--- config.mk ---
export PLATFORM = sky130hd
export DESIGN_NAME = pc_sequencer
export DESIGN_NICKNAME = d
export VERILOG_FILES = /design/src/rtl/pc_sequencer.sv
export SDC_FILE = /design/constraint.sdc
export NUM_CORES = 1
export LEC_CHECK = 0
export BUFFER_PORTS_ARGS = -buffer_cell sky130_fd_sc_hd__buf_2
export CAP_MARGIN = 20
export CELL_PAD_IN_SITES_DETAIL_PLACEMENT = 2
export CELL_PAD_IN_SITES_GLOBAL_PLACEMENT = 2
export CORE_MARGIN = 2
export CORE_UTILIZATION = 37
export DETAILED_ROUTE_END_ITERATION = 10
export PLACE_DENSITY = 0.94
export SLEW_MARGIN = 10
export SYNTH_ARGS = -nofsm -noshare
export SYNTH_HDL_FRONTEND = slang
export SYNTH_SLANG_ARGS = --single-unit
--- constraint.sdc ---
create_clock -name clk -period 5.2 [get_ports clk]
set_input_delay 0 -clock clk [delete_from_list [all_inputs] [get_ports clk]]
set_output_delay 0 -clock clk [all_outputs]
set_load 0.1 [all_outputs]
--- src/rtl/pc_sequencer.sv ---
// pc_sequencer: next-PC controller with return-address stack and RUN/HALT FSM.
// Ports: clk, reset (sync, active-high); pc_cur, control-flow requests
//        (stall, jump, branch, call, ret) and their targets/offset in;
//        pc_next (combinational), depth, halted, fault out.
module pc_sequencer #(
    parameter int          STACK_DEPTH = 4,
    parameter logic [7:0]  RESET_PC    = 8'd0,
    localparam int         DW          = $clog2(STACK_DEPTH + 1),
    localparam int         AW          = $clog2(STACK_DEPTH)
) (
    input  logic          clk,
    input  logic          reset,
    input  logic [7:0]    pc_cur,
    input  logic          stall,
    input  logic          jump,
    input  logic [7:0]    jump_target,
    input  logic          branch,
    input  logic          branch_cond,
    input  logic [7:0]    branch_offset,
    input  logic          call,
    input  logic [7:0]    call_target,
    input  logic          ret,
    output logic [7:0]    pc_next,
    output logic [DW-1:0] depth,
    output logic          halted,
    output logic [1:0]    fault
);

    typedef enum logic {
        RUN  = 1'b0,
        HALT = 1'b1
    } state_t;

    localparam logic [1:0] F_NONE  = 2'b00;
    localparam logic [1:0] F_OVER  = 2'b01;
    localparam logic [1:0] F_UNDER = 2'b10;

    state_t        state_q, state_d;
    logic [DW-1:0] depth_q, depth_d;
    logic [1:0]    fault_q, fault_d;
    logic [7:0]    stack_q [STACK_DEPTH];
    logic          push;

    logic [AW-1:0] wr_idx;
    logic [AW-1:0] rd_idx;
    logic [7:0]    pc_inc;

    assign wr_idx = depth_q[AW-1:0];
    assign rd_idx = wr_idx - AW'(1);
    assign pc_inc = pc_cur + 8'd1;

    always_comb begin
        pc_next = pc_inc;
        state_d = state_q;
        depth_d = depth_q;
        fault_d = fault_q;
        push    = 1'b0;
        if (reset) begin
            pc_next = RESET_PC;
        end else if (state_q == HALT) begin
            pc_next = pc_cur;
        end else if (stall) begin
            pc_next = pc_cur;
        end else if (ret) begin
            if (depth_q == '0) begin
                pc_next = pc_cur;
                fault_d = F_UNDER;
                state_d = HALT;
            end else begin
                pc_next = stack_q[rd_idx];
                depth_d = depth_q - DW'(1);
            end
        end else if (call) begin
            if (depth_q == DW'(STACK_DEPTH)) begin
                pc_next = pc_cur;
                fault_d = F_OVER;
                state_d = HALT;
            end else begin
                pc_next = call_target;
                push    = 1'b1;
                depth_d = depth_q + DW'(1);
            end
        end else if (jump) begin
            pc_next = jump_target;
        end else if (branch && branch_cond) begin
            // 8-bit add of the raw offset equals sign-extended add mod 256
            pc_next = pc_cur + branch_offset;
        end
    end

    always_ff @(posedge clk) begin
        if (reset) begin
            state_q <= RUN;
            depth_q <= '0;
            fault_q <= F_NONE;
        end else begin
            state_q <= state_d;
            depth_q <= depth_d;
            fault_q <= fault_d;
        end
    end

    // Entries are never cleared; only depth marks what is valid.
    always_ff @(posedge clk) begin
        if (!reset && push) begin
            stack_q[wr_idx] <= pc_inc;
        end
    end

    assign depth  = depth_q;
    assign halted = (state_q == HALT);
    assign fault  = fault_q;

endmodule
=== Word-level counts from Yosys, hierarchy flattened ===
Memory sizes are Yosys's and may differ from the RTL's.
Cells that the tools add are included.

* Flip-flop bits (word level): 6
* RAM bits: 32
* Input bits: 40
* Output and inout bits: 14
* Word-level logic and storage cells: 54
* Memories kept: 1

{| class="wikitable"
|+ Memory list
! name !! depth !! bits a word !! read ports !! clocked after Yosys merged registers in !! wr ports !! line !! RTL
|-
| stack_q || 4 || 8 || 1 || 0 || 1 || 41 || <nowiki>logic [7:0] stack_q [STACK_DEPTH];</nowiki>
|}

* $add $sub $neg: 5
* Equality and inequality tests: 4
* Mux-type cells: 31
* Bitwise gates (word level): 2
* Reductions and logical operators: 8

{| class="wikitable"
|+ Operator list
! operator !! number
|-
| 8-bit two-way mux || 9
|-
| 1-bit two-way mux || 14
|-
| 3-bit two-way mux || 4
|-
| 5-bit AND reduction || 2
|-
| 8-bit by 1-bit adder with 8-bit output (second input constant) || 1
|-
| 8-bit adder || 1
|-
| 2-bit two-way mux || 4
|-
| 2-bit inequality test (second input constant) || 2
|-
| 2-bit nonzero test || 2
|-
| 3-bit by 1-bit adder with 3-bit output (second input constant) || 1
|-
| 3-bit == test (second input constant) || 1
|-
| 3-bit logical NOT || 1
|-
| 3-bit by 1-bit subtractor with 3-bit output (second input constant) || 1
|-
| 1-bit logical AND || 2
|-
| 2-bit by 1-bit inequality test with 1-bit output (second input constant) || 1
|-
| 1-bit NOT || 2
|-
| 2-bit by 1-bit subtractor with 2-bit output (second input constant) || 1
|-
| 1-bit logical NOT || 1
|}

=== Logic depth before layout (Yosys ltp) ===
Gate-level depths: netlist (run 1).

* Word-level depth: 10
* Depth in mapped cells: 10
* Depth with buffers taken out: 7

=== Worst setup path after synthesis (run 1) ===
Ideal clock, no wire load.

* Path type: register -> output
* Start point: reg depth_q[0], in the netlist depth[0]
* End point: out pc_next[6]
* Arrival: 4.830 ns
* Required time: 5.200 ns
* Slack: 0.370 ns
* Stages on the path, launching flop included: 10
* Path buffers: 2
* Cell sequence: dfxtp_1 > buf_2 > inv_1 > ha_1 > buf_2 > nand2_1 > mux2i_1 > a21oi_1 > nand3_1 > a221oi_1

* Longest elaborated chain between the ends: 7

{| class="wikitable"
|+ RTL lines
! element !! line !! RTL
|-
| from (decl) || 39 || <nowiki>logic [DW-1:0] depth_q, depth_d;</nowiki>
|-
| from (signal assigned) || 98 || <nowiki>depth_q <= depth_d;</nowiki>
|-
| 2-bit by 1-bit subtractor with 2-bit output || 49 || <nowiki>assign rd_idx = wr_idx - AW'(1);</nowiki>
|-
| net rd_idx[0] || 45 || <nowiki>logic [AW-1:0] rd_idx;</nowiki>
|-
| memory 4 x 8 bit || -- ||
|-
| 8-bit two-way mux || 65 || <nowiki>if (depth_q == '0) begin</nowiki>
|-
| 8-bit two-way mux || 64 || <nowiki>end else if (ret) begin</nowiki>
|-
| 8-bit two-way mux || 62 || <nowiki>end else if (stall) begin</nowiki>
|-
| 8-bit two-way mux || 60 || <nowiki>end else if (state_q == HALT) begin</nowiki>
|-
| 8-bit two-way mux || 58 || <nowiki>if (reset) begin</nowiki>
|-
| to (decl) || 23 || <nowiki>output logic [7:0] pc_next,</nowiki>
|}

The timed path passes the listed nets, and every way through them passes these cells.

=== Worst setup path in the final report (run 1) ===
* Start point: reg depth_q[0], in the netlist depth[0]
* End point: out pc_next[3]

Same word-level chain as after synthesis.

==> results.sh, run 1 <==
export IMPL_grt_overflow=0
export IMPL_hold_class="in -> reg"
export IMPL_grt_setup_unrepaired="no"
export IMPL_ir_worst_vdd_uv=154.0
export IMPL_synth_avg_cell_area_sq_um=10.46
export IMPL_synth_nets=305
export IMPL_cts_made_buffers=5
export IMPL_cts_root_buf="clkbuf_8"
export IMPL_final_setup_tns_ns=0
export IMPL_post_route_period_util_pct=66.58
export IMPL_p_int_uw=622.7
export IMPL_synth_flop_cell="edfxtp_1"
export IMPL_crit_fanout=13
export IMPL_cts_max_level=2
export IMPL_max_slew_margin_pct=40.92
export IMPL_initial_core_util_pct=38.44
export IMPL_switching_share_pct=35.79
export IMPL_pwr_share_comb_pct=33.0
export IMPL_worst_pin_slew_ns=0.8829
export IMPL_synth_top_area_cell="edfxtp_1"
export IMPL_grt_max_degree=23
export IMPL_crit_type="reg -> out"
export IMPL_gp_congestion=0.7815
export IMPL_synth_distinct_cells=52
export IMPL_ys_async_sr_fraction_pct=0
export IMPL_required_ns=5.20
export IMPL_stdcell_area_sq_um=3083
export IMPL_period_needed_ns=3.462
export IMPL_cts_sinks=38
export IMPL_fin_nets=350
export IMPL_synth_commonest_cells="edfxtp_1, nand2_1, a21oi_1"
export IMPL_drive_gt1_share_pct=26.94
export IMPL_fmax_mhz=288.9
export IMPL_endpoint_kind="primary output"
export IMPL_ys_warn_count=0
export IMPL_wirelength_microns=9179
export IMPL_synth_seq_area_share_pct=41.16
export IMPL_drc_errors=0
export IMPL_skew_ns=0.01272
export IMPL_finalSetupViolations=0
export IMPL_hold_depth=3
export IMPL_dr_pass1_iters=4
export IMPL_post_route_util_pct=45.13
export IMPL_area_growth_pct=17.39
export IMPL_crit_path_start_kind="flip-flop"
export IMPL_clk_insertion_delay_late_ns=0.30
export IMPL_antenna_left=0
export IMPL_syn_area_sq_um=2626
export IMPL_synth_most_common_cell="edfxtp_1"
export IMPL_die_h_microns=88.25
export IMPL_switching_power_uw=347.0
export IMPL_outcome="finished, final reports clean"
export IMPL_synth_edf_count=32
export IMPL_synth_seq_cells=38
export IMPL_stdcell_count=393
export IMPL_fp_row_count=30
export IMPL_reg2regPathDepth=6
export IMPL_wl_per_cell_microns=23.36
export IMPL_cts_tree="yes"
export IMPL_p_clk_share_pct=30.9
export IMPL_leakage_nw=1.210
export IMPL_cp_data_arrival_time_ns=3.46
export IMPL_core_sq_um=6832
export IMPL_finalHoldViolCount=0
export IMPL_dp_cells=385
export IMPL_antenna_found_initial=0
export IMPL_cts_resized_gates=0
export IMPL_finalMaxSlewViolations=0
export IMPL_detailed_place_hpwl_microns=6817
export IMPL_path_clk_slew_ns=0.09
export IMPL_dieArea_sq_um=7788
export IMPL_routed_via_density=5.944
export IMPL_cts_hold_fix_buffers=0
export IMPL_portBuffers=53
export IMPL_drtIter0Drc=132
export IMPL_max_cap_violations=0
export IMPL_post_synth_inst_count=251
export IMPL_grt_pass1_wl_microns=14270
export IMPL_num_vias=2336
export IMPL_power_frac_seq_pct=36.1
export IMPL_groute_usage_overall_pct=24.86
export IMPL_p_per_area_nw_per_um2=314.5
export IMPL_placed_cell_area_sq_um=2950
export IMPL_diodes=0
export IMPL_first_global_vias=2547
export IMPL_clockBufferDepth=2
export IMPL_cts_setup_buffers=0
export IMPL_die_w_microns=88.25
export IMPL_synth_top_area_share_pct=36.59
export IMPL_ys_top_cells_by_area="edfxtp_1, mux4_2, ha_1"
export IMPL_io_pins=54
-- metrics by stage --
step | hold slack, ns | power [mW] | worst slack (ns)
5_1_grt | 0.04248 | 1.010 | 1.449
4_1_cts | 0.02950 | 0.9748 | 1.703
3_3_place_gp | 0.3433 | 0.6571 | 2.292
2_1_floorplan | 0.1908 | 0.5865 | 0.3704
3_5_place_dp | 0.3558 | 0.6717 | 2.161
6_report | 0.02895 | 0.9697 | 1.738
-- registers in the layout, summed over array words and instances, names as in the netlist --
| register | count |
|---|---|
| depth | 3 |
| halted | 1 |
| fault | 2 |
| stack_q | 32 |
-- worst paths after layout --
path	startpoint	to	slack, ns
max reg2reg	depth[0]	stack_q[3][0]	2.11
max	depth[0]	pc_next[3]	1.74
min	stall	halted	0.03
min reg2reg	fault[0]	fault[0]	0.52
-- metal layers --
metal | vias up | GRT usage [%] | share of wire, %
met1 | 1193 | 32.27 | 42
met2 | 69 | 41.70 | 51
met5 | - | 0 | 0
met4 | 0 | 9.642 | 3.4
met3 | 21 | 4.104 | 4.3
li1 | 1053 | - | -
-- layout make-up --
class / instances / area (sq um)
multi-input cells: 188 / 1443
inverters: 9 / 33.78
clock inverters: 3 / 63.81
well taps: 96 / 120.1
flip-flops and latches: 38 / 1081
repair buffers: 54 / 272.8
fillers: 749 / 3749
clock buffers: 5 / 68.82
-- cells by family after synthesis --
kind of cell    synth area share [%]
buf+inv                        3.906
xor+xnor                       4.335
fa+ha+maj                      7.241
simple gates                   14.39
compound gates                 18.20
mux                            10.77
flops                          41.16
-- placed cells by master (no fill, tap or decap), types with 9 or more instances in the layout --
cell,n
inv_1,9
nor2_1,12
o21ai_0,10
nand2_1,20
a211oi_1,9
buf_2,53
a21oi_1,16
nand3_1,12
ha_1,12
edfxtp_1,32
-- worst max-delay path: stages (launching register included) --
cell and delay (ns):
dfxtp_1 0.80, inv_1 0.22, ha_1 0.37, nand2_1 0.39, mux2i_1 0.17, a21oi_1 0.22
o221ai_1 0.17, a211oi_1 0.31, buf_2 0.49
-- power groups by stage --
stage,clock [mW],combinational [mW],sequential (mW)
floorplan,0,0.205,0.381
global placement,0,0.301,0.356
detailed placement,0,0.314,0.357
CTS,0.305,0.319,0.351
global route,0.318,0.340,0.352
finish,0.300,0.320,0.350
(Power assumes the default switching activity.)
==> inputs of run 2 (changes only) <==
CORE_UTILIZATION = 35   (was 37)
PLACE_DENSITY = 0.9   (was 0.94)
clock period = 3.45 ns   (was 5.2 ns; I/O delays follow)
==> run 2 against run 1 <==
Effect of this change: combinational power rose by 55%; setup slack got worse by 1.4 ns; power up 45%; sequential power up 51%; routed wire length shrank 1.8%; die area rose by 5.5%; highest routed layer unchanged.
==> results.sh, run 2 (same netlist as run 1, synthesis figures left out) <==
export IMPL_gp_congestion=0.7973
export IMPL_reg2regPathDepth=6
export IMPL_grt_max_degree=23
export IMPL_fin_nets=351
export IMPL_post_route_period_util_pct=89.41
export IMPL_detailed_place_hpwl_microns=6921
export IMPL_grt_overflow=0
export IMPL_wl_per_cell_microns=22.70
export IMPL_multiInputGateArea_sq_um=1511
export IMPL_dr_pass1_iters=4
export IMPL_hp_start="reset"
export IMPL_die_h_microns=90.63
export IMPL_grt_setup_unrepaired="no"
export IMPL_clockBufferDepth=2
export IMPL_ir_worst_vdd_uv=170.5
export IMPL_hold_end="halted"
export IMPL_cts_made_buffers=5
export IMPL_final_cell_mix="buf_2, edfxtp_1, nand2_1, a21oi_1"
export IMPL_fmax_mhz=324.2
export IMPL_largest_register_ffs=32
export IMPL_wirelength_microns=9012
export IMPL_grt_pass1_wl_microns=14010
export IMPL_leakage_nw=1.213
export IMPL_crit_fanout=13
export IMPL_cts_resized_gates=0
export IMPL_cts_max_level=2
export IMPL_area_growth_pct=19.77
export IMPL_core_sq_um=7253
export IMPL_io_pins=54
export IMPL_clk_insertion_delay_late_ns=0.30
export IMPL_initial_core_util_pct=36.21
export IMPL_antenna_found_initial=0
export IMPL_skew_ns=0.01805
export IMPL_register_area_sq_um=1082
export IMPL_period_needed_ns=3.085
export IMPL_crit_type="reg -> out"
export IMPL_groute_usage_overall_pct=22.49
export IMPL_pre_cts_ws_ns=0.6660
export IMPL_cts_setup_buffers=0
export IMPL_cp_slowest_cell="dfxtp_2"
export IMPL_fp_row_count=31
export IMPL_antenna_left=0
export IMPL_worst_hold_slack_ns=0.07785
export IMPL_max_cap_violations=0
export IMPL_hold_class="in -> reg"
export IMPL_num_vias=2308
export IMPL_worst_pin_slew_ns=0.5480
export IMPL_routed_via_density=5.814
export IMPL_crit_path_start_kind="flip-flop"
export IMPL_first_global_vias=2546
export IMPL_outcome="finished, final reports clean"
export IMPL_path_cells="inv_1, ha_1, nand2_1, mux2i_1, a21oi_1, o221ai_1, a221oi_4, buf_2"
export IMPL_finalMaxSlewViolations=0
export IMPL_finalSetupViolations=0
export IMPL_cts_hold_fix_buffers=0
export IMPL_cts_root_buf="clkbuf_8"
export IMPL_fillCellCount=774
export IMPL_stdcell_area_sq_um=3146
export IMPL_drtIter0Drc=80
export IMPL_drc_errors=0
export IMPL_largest_register="stack_q"
export IMPL_required_ns=3.45
export IMPL_cp_data_arrival_time_ns=3.08
export IMPL_r2r_end="stack_q[3][5]"
export IMPL_portBuffers=53
export IMPL_path_clk_slew_ns=0.07
export IMPL_cts_tree="yes"
export IMPL_r2r_start="depth[0]"
export IMPL_cts_sinks=38
export IMPL_layout_commonest_cell="buf_2"
export IMPL_ff2ff_setup_slack_ns=0.76
export IMPL_drive_gt1_share_pct=30.20
export IMPL_endpoint_kind="primary output"
export IMPL_diodes=0
export IMPL_max_slew_margin_pct=63.00
export IMPL_die_w_microns=90.63
export IMPL_worst_slack_ns=0.3654
export IMPL_dieArea_sq_um=8213
export IMPL_cp_slowest_stage_delay_ns=0.59
export IMPL_hold_depth=2
export IMPL_p_per_area_nw_per_um2=447.0
export IMPL_placed_cell_area_sq_um=3032
export IMPL_finalHoldViolCount=0
## run 2: worst max-delay path, delay by kind of cell, from the launching register on
kind	cells	cell delay (ns)
flip-flops	1	0.59
AND/OR/NAND/NOR	1	0.37
buffers and inverters	2	0.65
AO/OA/AOI/OAI	3	0.67
adder cells (fa/ha/maj)	1	0.34
multiplexers	1	0.17
## run 2: report_power, final
| part | switching [mW] | leakage, nW | internal, mW | total, mW |
|---|---|---|---|---|
| combinational | 0.345 | 0.825 | 0.150 | 0.495 |
| sequential | 0.0178 | 0.338 | 0.511 | 0.528 |
| clock | 0.168 | 0.0504 | 0.215 | 0.383 |
## run 2: how the worst max path moves through the flow
| stage | cells after the start | to | from |
|---|---|---|---|
| final | 8 | pc_next[4] | depth[0] |
| after global routing | 8 | pc_next[4] | depth[0] |
| after CTS | 8 | pc_next[4] | depth[0] |
| after detailed placement | 8 | pc_next[2] | depth[0] |
| after global placement | 8 | pc_next[2] | depth[0] |
| after floorplan | 8 | pc_next[6] | depth[1] |
## run 2: cell type report
type	count	area share, %
multi-input cells	188	48.05
flip-flops and latches	38	34.41
repair buffers	55	8.910
well taps	99	3.938
clock buffers	5	2.188
clock inverters	3	1.432
inverters	9	1.074
## run 2: routing by layer
layer / vias up / share of wire [%] / track usage, %
met3: 22 / 5.1 / 5.092
li1: 1062 / - / -
met5: - / 0 / 0
met4: 0 / 3.6 / 9.359
met1: 1139 / 40 / 26.08
met2: 85 / 51 / 39.80
## run 2: per-stage QoR
stage               setup TNS (ns)  instances  util [%]  power, mW
finish                           0        397     43.37      1.406
global route                     0        397     43.37      1.465
CTS                              0        397     43.37      1.417
detailed placement               0        389     41.80      1.032
global placement                 0        389     41.80      1.010
floorplan                  -0.1492        251         -     0.9028
